<file path="src/rtl/mem_port_arbiter.sv">
// Arbitrates the unified instruction/data memory between the fetch (i_*) and load/store (d_*) ports.
// Optional: define MEM_ARB_RR_EN for last-grant tie breaking instead of fixed D-over-I priority.
module mem_port_arbiter #(
    parameter int ADDR_W   = 32,
    parameter int DATA_W   = 32,
    parameter int READ_LAT = 2,
    parameter int CNT_W    = 4
) (
    input  logic              Clk,
    input  logic              Reset,
    input  logic              i_req,
    input  logic [ADDR_W-1:0] i_addr,
    output logic              i_done,
    output logic [DATA_W-1:0] i_rdata,
    input  logic              d_req,
    input  logic              d_we,
    input  logic [ADDR_W-1:0] d_addr,
    input  logic [DATA_W-1:0] d_wdata,
    output logic              d_done,
    output logic [DATA_W-1:0] d_rdata,
    output logic [ADDR_W-1:0] mem_addr,
    output logic              mem_wr,
    output logic [DATA_W-1:0] mem_wdata,
    input  logic [DATA_W-1:0] mem_rdata,
    output logic              busy
);

    typedef enum logic [1:0] {
        IDLE,
        ACCESS,
        WAIT,
        DONE
    } state_t;

    state_t            state_q, state_d;
    logic              grant_q, grant_d;   // 1 = D port, 0 = I port
    logic [ADDR_W-1:0] addr_q, addr_d;
    logic              we_q, we_d;
    logic [DATA_W-1:0] wdata_q, wdata_d;
    logic [CNT_W-1:0]  cnt_q, cnt_d;
    logic [DATA_W-1:0] i_rdata_q, i_rdata_d;
    logic [DATA_W-1:0] d_rdata_q, d_rdata_d;
    logic              pick_d;
`ifdef MEM_ARB_RR_EN
    logic              last_q, last_d;     // 1 = D was granted last
`endif

    always_comb begin
        state_d   = state_q;
        grant_d   = grant_q;
        addr_d    = addr_q;
        we_d      = we_q;
        wdata_d   = wdata_q;
        cnt_d     = cnt_q;
        i_rdata_d = i_rdata_q;
        d_rdata_d = d_rdata_q;
`ifdef MEM_ARB_RR_EN
        last_d    = last_q;
        pick_d    = d_req && !(i_req && last_q);
`else
        pick_d    = d_req;
`endif

        case (state_q)
            IDLE: begin
                if (d_req || i_req) begin
                    grant_d = pick_d;
                    addr_d  = pick_d ? d_addr : i_addr;
                    we_d    = pick_d && d_we;
                    // Fetches carry no write data, so mem_wdata keeps the last store value.
                    if (pick_d) begin
                        wdata_d = d_wdata;
                    end
`ifdef MEM_ARB_RR_EN
                    last_d  = pick_d;
`endif
                    state_d = ACCESS;
                end
            end
            ACCESS: begin
                if (we_q) begin
                    state_d = DONE;
                end else begin
                    cnt_d   = CNT_W'(READ_LAT);
                    state_d = WAIT;
                end
            end
            WAIT: begin
                cnt_d = cnt_q - CNT_W'(1);
                if (cnt_q == CNT_W'(1)) begin
                    if (grant_q) begin
                        d_rdata_d = mem_rdata;
                    end else begin
                        i_rdata_d = mem_rdata;
                    end
                    state_d = DONE;
                end
            end
            DONE: begin
                state_d = IDLE;
            end
            default: begin
                state_d = IDLE;
            end
        endcase
    end

    always_ff @(posedge Clk) begin
        if (Reset) begin
            state_q   <= IDLE;
            grant_q   <= 1'b0;
            addr_q    <= '0;
            we_q      <= 1'b0;
            wdata_q   <= '0;
            cnt_q     <= '0;
            i_rdata_q <= '0;
            d_rdata_q <= '0;
`ifdef MEM_ARB_RR_EN
            last_q    <= 1'b0;
`endif
        end else begin
            state_q   <= state_d;
            grant_q   <= grant_d;
            addr_q    <= addr_d;
            we_q      <= we_d;
            wdata_q   <= wdata_d;
            cnt_q     <= cnt_d;
            i_rdata_q <= i_rdata_d;
            d_rdata_q <= d_rdata_d;
`ifdef MEM_ARB_RR_EN
            last_q    <= last_d;
`endif
        end
    end

    // Reset gates the strobe combinationally so an interrupted store never writes.
    assign mem_wr    = (state_q == ACCESS) && we_q && !Reset;
    assign mem_addr  = addr_q;
    assign mem_wdata = wdata_q;
    assign i_done    = (state_q == DONE) && !grant_q;
    assign d_done    = (state_q == DONE) && grant_q;
    assign i_rdata   = i_rdata_q;
    assign d_rdata   = d_rdata_q;
    assign busy      = (state_q != IDLE);

endmodule
</file>
<file path="config.mk">
export PLATFORM = sky130hd
export DESIGN_NAME = mem_port_arbiter
export DESIGN_NICKNAME = d
export VERILOG_FILES = /design/src/rtl/mem_port_arbiter.sv
export SDC_FILE = /design/constraint.sdc
export NUM_CORES = 1
export LEC_CHECK = 0
export BUFFER_PORTS_ARGS = -buffer_cell sky130_fd_sc_hd__buf_2
export CAP_MARGIN = 20
export CORE_AREA = 2 2 127 116
export DETAILED_ROUTE_END_ITERATION = 10
export DIE_AREA = 0 0 129 118
export GPL_ROUTABILITY_DRIVEN = 0
export PLACE_DENSITY = 0.69
export RECOVER_POWER = 50
export SLEW_MARGIN = 0
export SYNTH_ARGS = -nofsm -noshare
export SYNTH_HDL_FRONTEND = slang
export SYNTH_SLANG_ARGS = --single-unit
</file>
<file path="constraint.sdc">
create_clock -name Clk -period 2.1 [get_ports Clk]
set_clock_uncertainty 0.2 [all_clocks]
set_input_delay 0.21 -clock Clk [delete_from_list [all_inputs] [get_ports Clk]]
set_output_delay 0.21 -clock Clk [all_outputs]
set_load 0.005 [all_outputs]
</file>
==> qor.txt, run 1 <==
Int Pwr: 0.005633 W
Via count: 5765
Total grt overflow: 0
Fmax: 494.8 MHz
Synth Area in XOR/XNOR: 0%
1st-pass router iterations: 5
Outcome: completed
Root buf cell: clkbuf_16
Sequential Power Share: 39.8%
R2r endpoint: we_q
Post-Synth Adder-Cell Area: 1.407%
Hold-critical path depth: 4
Rel. slew slack: 63.43%
Period utilization: 96.24%
Post-synth top area cell: dfxtp_1
Post-Synthesis Cell Area: 5335 µm²
Layout cells sized above 1: 24.75%
First-pass GRT wire length: 27.60 mm
Worst-margin pin slew: 0.5486 ns
Setup_tns: 0 ns
R2R setup slack: 0.08 ns
Clock power frac: 35.0%
Vias in the first global route: 5564
PortBufs: 264
Crit path time final: 2.021 ns
Synthesized net count: 759
Avg Inst Size Synth: 8.605 µm²
Height of the die: 118 µm
WP data arrival: 2.13 ns
Rows: 41
Pwr Total: 0.008177 W
CP endpoint kind: register
# Post-CTS Setup Buffers: 0
Worst-path clk slew: 0.06 ns
RSZ-0062 raised after global routing: false
DP HPWL: 10.25 mm
Pre-CTS WS: 0.1656 ns
VDD IR-drop max: 584.5 µV
Diodes inserted: 0
Largest family of logic cells by synthesized area: simple AND/OR/NAND/NOR gates
Worst setup margin: 0.07906 ns
Comb pwr share: 25.1%
Sequential fraction of the synthesis area: 51.03%
Wire length per cell: 14.85 µm
Synth Area in Simple Gates: 18.69%
DRC: 0
Path category of the worst min-delay check: in -> reg
Post-synthesis compound-gate area fraction: 17.12%
Dominant cells by area after synthesis: dfxtp_1, nand2_1, a21oi_1, mux2i_1, a21oi_2
Top post-synthesis cells by count: nand2_1, dfxtp_1, a21oi_1
Largest net degree at the start of global routing: 55
Async S/R FF share, synth: 0%
# H-tree levels: 4
Vias per Instance: 4.776
Io pins: 265
Tot GR Track Use: 23.12%
Area of the die: 15220 µm²
Final ANT Viol Nets: 0
DRT iter0 DRCs: 307
Reg-to-Reg Start: state_q[1]
DRT Wirelength: 17.93 mm
Synth warn: 0
Starting density of the core: 38.38%
CTS sink count: 136
Total of max-cap violations: 0
Final Hold Viols: 0
Worst-Skew Late Latency: 0.42 ns
Post-synth EDFFs: 0
CTS buffer count: 17
Nets@finish: 1140
Number of synthesized register bits: 136
Static Leak: 3.538 nW
Initial antenna violation count: 0
Crit Path Category: reg -> reg
Hold_sp: i_req
Reg2reg path depth: 6
Clk buf depth: 2
Count leader, synth: nand2_1
CP Launch Type: register
Net Sw Power: 0.002544 W
Cells after synthesis: 620
DIE WIDTH: 129 µm
Final number of setup-violating endpoints: 0
Pwr Density: 956.1 nW/µm²
Worst path required time: 2.21 ns
Most used DFF post-synth: dfxtp_1
Yosys cell types: 28
Final Max Slew Viols: 0
P&R area growth vs syn: 60.30%
Core area: 13900 µm²
Hold Path End: grant_q
CTS tree: yes
Switching share of power: 31.12%
Top cell type's share of synthesized area: 51.03%
Worst Path Max Fanout: 6
Mux contribution to synthesized area: 6.402%
critical path: stages, from the launching register on:
cell and delay, ns:
dfxtp_1 0.40, inv_1 0.09, ha_1 0.25, and2_1 0.19
a22oi_1 0.18, nor2_1 0.05, dlygate4sd3_1 0.55
routing by layer:
layer  vias to the layer above  routed length, µm  track usage, %
met5                         -                  0               0
met4                         0                573           10.80
met3                        49               1316           7.409
met2                       276               8799           39.35
met1                      2596               7239           26.05
li1                       2844                  -               -
worst max-delay path by stage:
stage,cells past startpoint,from,to
after floorplan,8,state_q[0],d_rdata[10]
after global placement,6,state_q[0],i_rdata[15]
after detailed placement,6,state_q[0],i_rdata[22]
after CTS,6,state_q[0],we_q
after global routing,6,state_q[1],we_q
final,6,state_q[1],we_q
cells by family after synthesis:
family,Yosys count
muxes,34
buffers and inverters,51
DFF,136
AOI/OAI and AO/OA,142
and+or+nand+nor,251
adders and majority gates,6
final cells by class:
| type | instances | area, µm² |
|---|---|---|
| Clock buffer | 19 | 452.9 |
| Clock inverter | 13 | 120.1 |
| Fill cell | 1179 | 5350 |
| Inverter | 5 | 18.77 |
| Multi-Input combinational cell | 433 | 2327 |
| Sequential cell | 136 | 2724 |
| Tap cell | 193 | 241.5 |
| Timing Repair Buffer | 408 | 2668 |
registers in the layout, indices dropped and copies added, names as in the netlist:
| signal | flops |
|---|---|
| i_rdata | 32 |
| grant_q | 1 |
| d_rdata | 32 |
| we_q | 1 |
| state_q | 2 |
| mem_wdata | 32 |
| cnt_q | 4 |
| mem_addr | 32 |
power by group through the flow:
stage	clock network, W	registers, W	logic (W)
detailed placement	0	0.00327	0.00184
global route	0.00303	0.00330	0.00227
finish	0.00286	0.00326	0.00206
CTS	0.00291	0.00323	0.00206
global placement	0	0.00327	0.00183
floorplan	0	0.00330	0.00101
placed cells by master, fill, tap and decap left out, types with 3 or more instances in the layout:
cell type / instances
inv_1: 5
clkbuf_16: 17
dlygate4sd3_1: 131
nor2_1: 41
buf_4: 10
inv_6: 3
nand2_1: 196
o21ai_0: 3
dfxtp_1: 135
clkinvlp_4: 6
mux2i_1: 33
buf_2: 171
clkbuf_1: 92
a22oi_1: 3
a211oi_1: 33
buf_12: 4
a21oi_2: 29
ha_1: 6
a21oi_1: 73
and2_1: 3
timing repair:
action	4_1_cts	5_1_grt
resized for setup	0	1
endpoints found under the setup margin	0	3
hold buffers	131	0
hold endpoints to repair	134	0
metrics by stage:
stage | cells | cell area (µm²) | hold WS [ns] | utilization (%)
floorplan | 620 | 5335 | 0.1460 | -
global placement | 1044 | 6782 | 0.2381 | 48.78
detailed placement | 1044 | 6782 | 0.2430 | 48.78
CTS | 1207 | 8666 | 0.05171 | 62.33
global route | 1207 | 8552 | 0.1061 | 61.52
finish | 1207 | 8552 | 0.07356 | 61.52
(Power assumes the default switching activity.)
==> run 2, diff against run 1 <==
Settings changed: SETUP_SLACK_MARGIN from default to 0.2, SKIP_CTS_REPAIR_TIMING from default to 1.
==> run 2 against run 1 <==
Against the previous run: the flow now finishes with violations (negative hold slack); maximum frequency is 5.9% higher; design area decreased by 0.67%; core utilization shrank 0.41 points; clock power about the same; flip-flop and latch count is the same; combinational power barely moved; via count shrank 0.59%; sequential share of layout area up 0.22 points; total power shrank 0.17%; critical path type is now reg -> out; highest routed layer unchanged.
==> qor.txt, run 2 (synthesis results as in run 1) <==
CTS tree: yes
CP Cell Sequence: inv_1 -> ha_1 -> inv_1 -> buf_2
DP HPWL: 10.25 mm (unchanged)
Setup_tns: 0 ns (unchanged)
R2r endpoint: mem_addr[24]
# H-tree levels: 4 (unchanged)
Final number of setup-violating endpoints: 0 (unchanged)
Clk buf depth: 2 (unchanged)
Max layer used: met4
DRC: 0 (unchanged)
Rows: 41 (unchanged)
Slowest Stage Delay on Critical Path: 0.42 ns (-0.13 ns)
Reg2reg path depth: 7 (+1)
Worst-path clk slew: 0.06 ns (about the same)
Core area: 13900 µm² (unchanged)
Period utilization: 90.86% (-5.4 points)
Worst-path cell with the longest stage delay: dfxtp_1
Area of the die: 15220 µm² (unchanged)
Static Leak: 3.525 nW (-0.38%)
Final Hold Viols: 7 (+7)
Met2 wire length: 8.961 mm (+1.8%)
Hold-critical path depth: 3 (-1)
RSZ-0062 raised after global routing: true
Wire length per cell: 15.16 µm (+2.0%)
Filler cell count: 1199 (+1.7%)
Vias in the first global route: 4486 (-19%)
Cell mode on critical path: inv_1
Total grt overflow: 0 (unchanged)
P&R area growth vs syn: 59.22%
Initial antenna violation count: 0 (unchanged)
DRT iter0 DRCs: 322 (+4.9%)
Worst Path Max Fanout: 6 (unchanged)
PortBufs: 264 (unchanged)
Starting density of the core: 38.38% (unchanged)
Bufs and invs on worst path: 3 (+1)
CP Launch Type: register
CTS buffer count: 17 (unchanged)
Crit path time final: 1.908 ns (-0.1129 ns)
DRT met1 WL: 7.419 mm (+2.5%)
Nets@finish: 1128 (-1.1%)
WP data arrival: 1.50 ns (-0.63 ns)
Total of max-cap violations: 0 (unchanged)
Pwr Total: 0.008163 W (-0.17%)
VDD IR-drop max: 524.7 µV (-10%)
CTS sink count: 136 (unchanged)
Util after Layout: 61.10% (-0.41 points)
Rel. slew slack: 63.87% (+0.44 points)
Outcome: finished with violations
1st-pass router iterations: 5 (unchanged)
Worst path required time: 1.69 ns (-0.52 ns)
Layout cells sized above 1: 26.65% (+1.9 points)
Io pins: 265 (unchanged)
Pwr Density: 961.0 nW/µm² (+0.51%)
R2R setup slack: 0.21 ns (+0.13 ns)
Failing checks: negative hold slack
DIE WIDTH: 129 µm (unchanged)
Vias per Instance: 4.796 (+0.41%)
Path category of the worst min-delay check: in -> reg
Via count: 5731 (-0.59%)
Most frequent cells in the layout: nand2_1, buf_2, dfxtp_1, dlygate4sd3_1, clkbuf_1
Largest net degree at the start of global routing: 55 (unchanged)
First-pass GRT wire length: 22.25 mm (-19%)
Delay-heaviest family, CP: flip-flops
Final ANT Viol Nets: 0 (unchanged)
CP endpoint kind: output port
Height of the die: 118 µm (unchanged)
Most common cell after layout, fill and taps aside: nand2_1
Crit Path Category: reg -> out
Tot GR Track Use: 18.69% (-4.4 points)
Worst-margin pin slew: 0.5420 ns (-0.006603 ns)
Worst-Skew Late Latency: 0.42 ns (about the same)
Fmax: 524.1 MHz (+5.9%)
WHS: -0.04448 ns (-0.1180 ns)
Met3 WL: 1.281 mm (-2.7%)
DRT Wirelength: 18.11 mm (+1.0%)
Reg-to-Reg Start: state_q[0]
Final Max Slew Viols: 0 (unchanged)
Root buf cell: clkbuf_16
Diodes inserted: 0 (unchanged)
Hold_sp: i_addr[29]
Hold Path End: mem_addr[29]
[run 2: layout make-up]
cell class / count / area (µm²) / share of cell area, %
inverter: 5 / 18.77 / 0.2209
clock inverter: 13 / 120.1 / 1.414
sequential: 136 / 2724 / 32.07
clock buffer: 19 / 452.9 / 5.332
tap: 193 / 241.5 / 2.843
timing repair buffer: 394 / 2572 / 30.28
multi-input combinational: 435 / 2365 / 27.84
[run 2: how the worst max path moves through the flow]
stage	from	endpoint	slack (ns)	depth (start not counted)
floorplan	state_q[0]	d_rdata[10]	0.29	8
global placement	state_q[0]	i_rdata[15]	0.24	6
detailed placement	state_q[0]	i_rdata[22]	0.17	6
CTS	state_q[0]	i_rdata[26]	0.14	6
global route	state_q[0]	mem_addr[24]	0.09	7
finish	state_q[0]	busy	0.19	4
[run 2: tightest hold or removal path, stage by stage]
cell,delay (ns)
buf_2,0.10
mux2i_1,0.13
a211oi_1,0.08
[run 2: report_power, final]
part / total [W] / switching [W] / internal [W]
clock: 0.00286 / 0.00116 / 0.00170
sequential: 0.00325 / 0.000252 / 0.00300
combinational: 0.00205 / 0.00112 / 0.000933
[run 2: routing by layer]
| metal | vias to the layer above | global-route usage [%] |
|---|---|---|
| li1 | 2815 | - |
| met1 | 2597 | 22.81 |
| met4 | 0 | 6.454 |
| met2 | 278 | 30.19 |
| met5 | - | 0 |
| met3 | 41 | 6.909 |
[run 2: through the flow]
step	area (µm²)	setup WS [ns]	hold slack (ns)	std cells
detailed placement	6782	0.1656	0.2430	1044
global route	8494	0.08756	-0.04464	1195
CTS	7355	0.1351	-0.1887	1076
floorplan	5335	0.2929	0.1460	620
global placement	6782	0.2363	0.2381	1044
finish	8494	0.1920	-0.04448	1195
==> run 3, diff against run 2 <==
Settings changed: ABC_AREA from default to 1, CORE_AREA 2 2 127 116 to 2 2 128 117, DIE_AREA 0 0 129 118 to 0 0 130 119.
==> run 3 against run 2 <==
Against the previous run: the run still ends with negative hold slack left; design area decreased by 2.5%; critical path depth rose by 1; via count is 4.8% higher; synthesized cell count rose by 20%; register-to-register slack improved by 0.13 ns.
==> qor.txt, run 3 <==
Top cell type's share of synthesized area: 50.34% (-0.70 points)
DP Area: 6855 µm² (+1.1%)
Final number of setup-violating endpoints: 0 (unchanged)
Hold-critical path depth: 5 (+2)
Layout cells sized above 1: 21.36% (-5.3 points)
DRT Wirelength: 17.46 mm (-3.6%)
VDD IR-drop max: 652.7 µV (+24%)
Synthesized net count: 882 (+16%)
WHS: -0.05075 ns (-0.006270 ns)
Setup_tns: 0 ns (unchanged)
Int Pwr: 0.006122 W (+8.7%)
Area of the die: 15470 µm² (+1.6%)
Height of the die: 119 µm (+0.85%)
Clock power frac: 34.2% (-0.8 points)
# H-tree levels: 4 (unchanged)
Synth Area in Simple Gates: 29.29% (+11 points)
Worst Path Max Fanout: 6 (unchanged)
PortBufs: 264 (unchanged)
Worst-Skew Late Latency: 0.41 ns (about the same)
Post-synthesis compound-gate area fraction: 12.93% (-4.2 points)
Number of synthesized register bits: 136 (unchanged)
CTS sink count: 136 (unchanged)
Sequential Power Share: 36.5% (-3.3 points)
Dominant cells by area after synthesis: dfxtp_1, nor2_1, nand2_1, o21ai_0, nand4_1
DRC: 0 (unchanged)
Io pins: 265 (unchanged)
Total of max-cap violations: 0 (unchanged)
Sequential fraction of the synthesis area: 50.34% (-0.70 points)
R2R setup slack: 0.34 ns (+0.13 ns)
Diodes inserted: 0 (unchanged)
GRT busiest layer: met2
Switching share of power: 33.16% (+2.1 points)
Hold Path End: mem_addr[13]
Static Leak: 3.718 nW (+5.5%)
Rows: 42 (+2.4%)
Hold_sp: i_addr[13]
Count leader, synth: nor2_1
Core area: 14350 µm² (+3.2%)
Starting density of the core: 37.70% (-0.67 points)
Initial antenna violation count: 0 (unchanged)
FF+latch area: 2724 µm² (unchanged)
Root buf cell: clkbuf_16
Most common cell after layout, fill and taps aside: nor2_1
DIE WIDTH: 130 µm (+0.78%)
Worst-margin pin slew: 0.8824 ns (+0.3404 ns)
Multi-input combinational cell area: 2366 µm² (about the same)
DRT iter0 DRCs: 366 (+14%)
Met2 usage: 34.82% (+4.6 points)
Crit path launch: state_q[1]
Post-Synth Adder-Cell Area: 1.388% (-0.019 points)
Final Non-Filler Cells: 1289 (+7.9%)
CP endpoint kind: output port
Reg-to-Reg Start: state_q[0]
Period utilization: 87.49% (-3.4 points)
Post-synth EDFFs: 0 (unchanged)
Placed cells: 1168 (+12%)
Top post-synthesis cells by count: nor2_1, nand2_1, dfxtp_1
Reg2reg path depth: 7 (unchanged)
Vias per Instance: 4.659 (-2.9%)
Net Sw Power: 0.003037 W (+20%)
Vias in the first global route: 5371 (+20%)
Worst-path clk slew: 0.06 ns (about the same)
Tot GR Track Use: 20.91% (+2.2 points)
Util after Layout: 57.75% (-3.3 points)
CTS buffer count: 17 (unchanged)
Worst path required time: 1.69 ns (about the same)
Wire length per cell: 13.55 µm (-11%)
Final non-filler cell area: 8285 µm² (-2.5%)
Via count: 6005 (+4.8%)
Largest family of logic cells by synthesized area: simple AND/OR/NAND/NOR gates
Cells after synthesis: 743 (+20%)
Nets@finish: 1218 (+8.0%)
Most frequent cells in the layout: nor2_1, buf_2, nand2_1, dfxtp_1, o21ai_0
Fmax: 544.3 MHz (+3.8%)
First-pass GRT wire length: 25.76 mm (+16%)
Final ANT Viol Nets: 0 (unchanged)
Pwr Total: 0.009160 W (+12%)
Final Max Slew Viols: 0 (unchanged)
Crit path time final: 1.837 ns (-0.07065 ns)
Final Hold Viols: 22 (+15)
WP data arrival: 1.43 ns (-0.07 ns)
R2r endpoint: d_rdata[23]
1st-pass router iterations: 6 (+1)
Filler cell count: 1410 (+18%)
Path category of the worst min-delay check: in -> reg
Largest net degree at the start of global routing: 58 (+5.5%)
P&R area growth vs syn: 53.18%
Post-synth top area cell: dfxtp_1
Avg Inst Size Synth: 7.280 µm² (-15%)
Post-Synthesis Cell Area: 5409 µm² (+1.4%)
Rel. slew slack: 41.11% (-23 points)
Total grt overflow: 0 (unchanged)
RSZ-0062 raised after global routing: true
Most used DFF post-synth: dfxtp_1
Pwr Density: 1106 nW/µm² (+15%)
Mux contribution to synthesized area: 0% (-6.4 points)
Synth warn: 0 (unchanged)
Comb pwr share: 29.3% (+4.2 points)
DP HPWL: 11.35 mm (+11%)
Async S/R FF share, synth: 0% (unchanged)
CP Launch Type: register
Clk buf depth: 2 (unchanged)
Failing checks: negative hold slack
Synth Area in XOR/XNOR: 0% (unchanged)
Yosys cell types: 21 (-25%)
CTS tree: yes
Outcome: finished with violations
Met3 Usage GRT: 6.649% (-0.26 points)
Met1 Use GR: 25.52% (+2.7 points)
Crit Path Category: reg -> out
==> run 3: cell count changes in the layout (fill, tap and decap cells not counted), moves of 10 or more <==
cell and change:
a211oi_1 -33, a21oi_1 -36, a21oi_2 -29, dlygate4sd3_1 -26, inv_1 +10, mux2i_1 -33
nand2_1 -46, nand4_1 +32, nor2_1 +161, o21ai_0 +95
==> run 3: power by group through the flow <==
| stage | Combinational [W] | Sequential, W | Clock (W) |
|---|---|---|---|
| after floorplan | 0.00157 | 0.00341 | 0 |
| after global placement | 0.00258 | 0.00336 | 0 |
| after detailed placement | 0.00261 | 0.00338 | 0 |
| after CTS | 0.00263 | 0.00333 | 0.00320 |
| after global routing | 0.00302 | 0.00340 | 0.00332 |
| final | 0.00269 | 0.00334 | 0.00313 |
==> run 3: how the worst max path moves through the flow <==
stage             endpoint  slack, ns  depth (start not counted)
6_report            mem_wr       0.26                          5
5_1_grt             mem_wr       0.12                          5
4_1_cts        i_rdata[25]       0.18                          8
3_5_place_dp   i_rdata[25]       0.20                          8
3_3_place_gp   i_rdata[14]       0.29                          8
2_1_floorplan     cnt_q[1]       0.52                          6
==> run 3: through the flow <==
| stage | setup slack (ns) | hold slack [ns] |
|---|---|---|
| floorplan | 0.5152 | 0.1590 |
| global placement | 0.2855 | 0.2467 |
| detailed placement | 0.1983 | 0.2504 |
| CTS | 0.1811 | -0.1687 |
| global route | 0.1187 | -0.003061 |
| finish | 0.2626 | -0.05075 |
==> run 3: layout make-up <==
cell class	count	area share (%)
sequential	136	32.88
multi-input combinational	537	28.56
timing repair buffer	369	27.15
clock buffer	19	5.467
tap	198	2.990
clock inverter	12	2.099
inverter	18	0.8608
==> run 3: per-layer routing <==
| layer | vias up | share of wire [%] |
|---|---|---|
| met1 | 2665 | 42 |
| met5 | - | 0 |
| met2 | 241 | 49 |
| met3 | 30 | 6.6 |
| met4 | 0 | 2.6 |
| li1 | 3069 | - |
==> run 3: cells by family (layout without fill, tap and decap cells) <==
logic type / after synthesis / count (layout)
buffers and inverters: 70 / 418
AOI/OAI and AO/OA: 137 / 137
and+or+nand+nor: 394 / 394
DFF: 136 / 136
adders and majority gates: 6 / 6
==> run 3: critical path: stages (launching register included) <==
cell     delay (ns)
dfxtp_1        0.34
inv_1          0.10
ha_2           0.20
nand2_1        0.15
nor2_2         0.11
buf_2          0.12
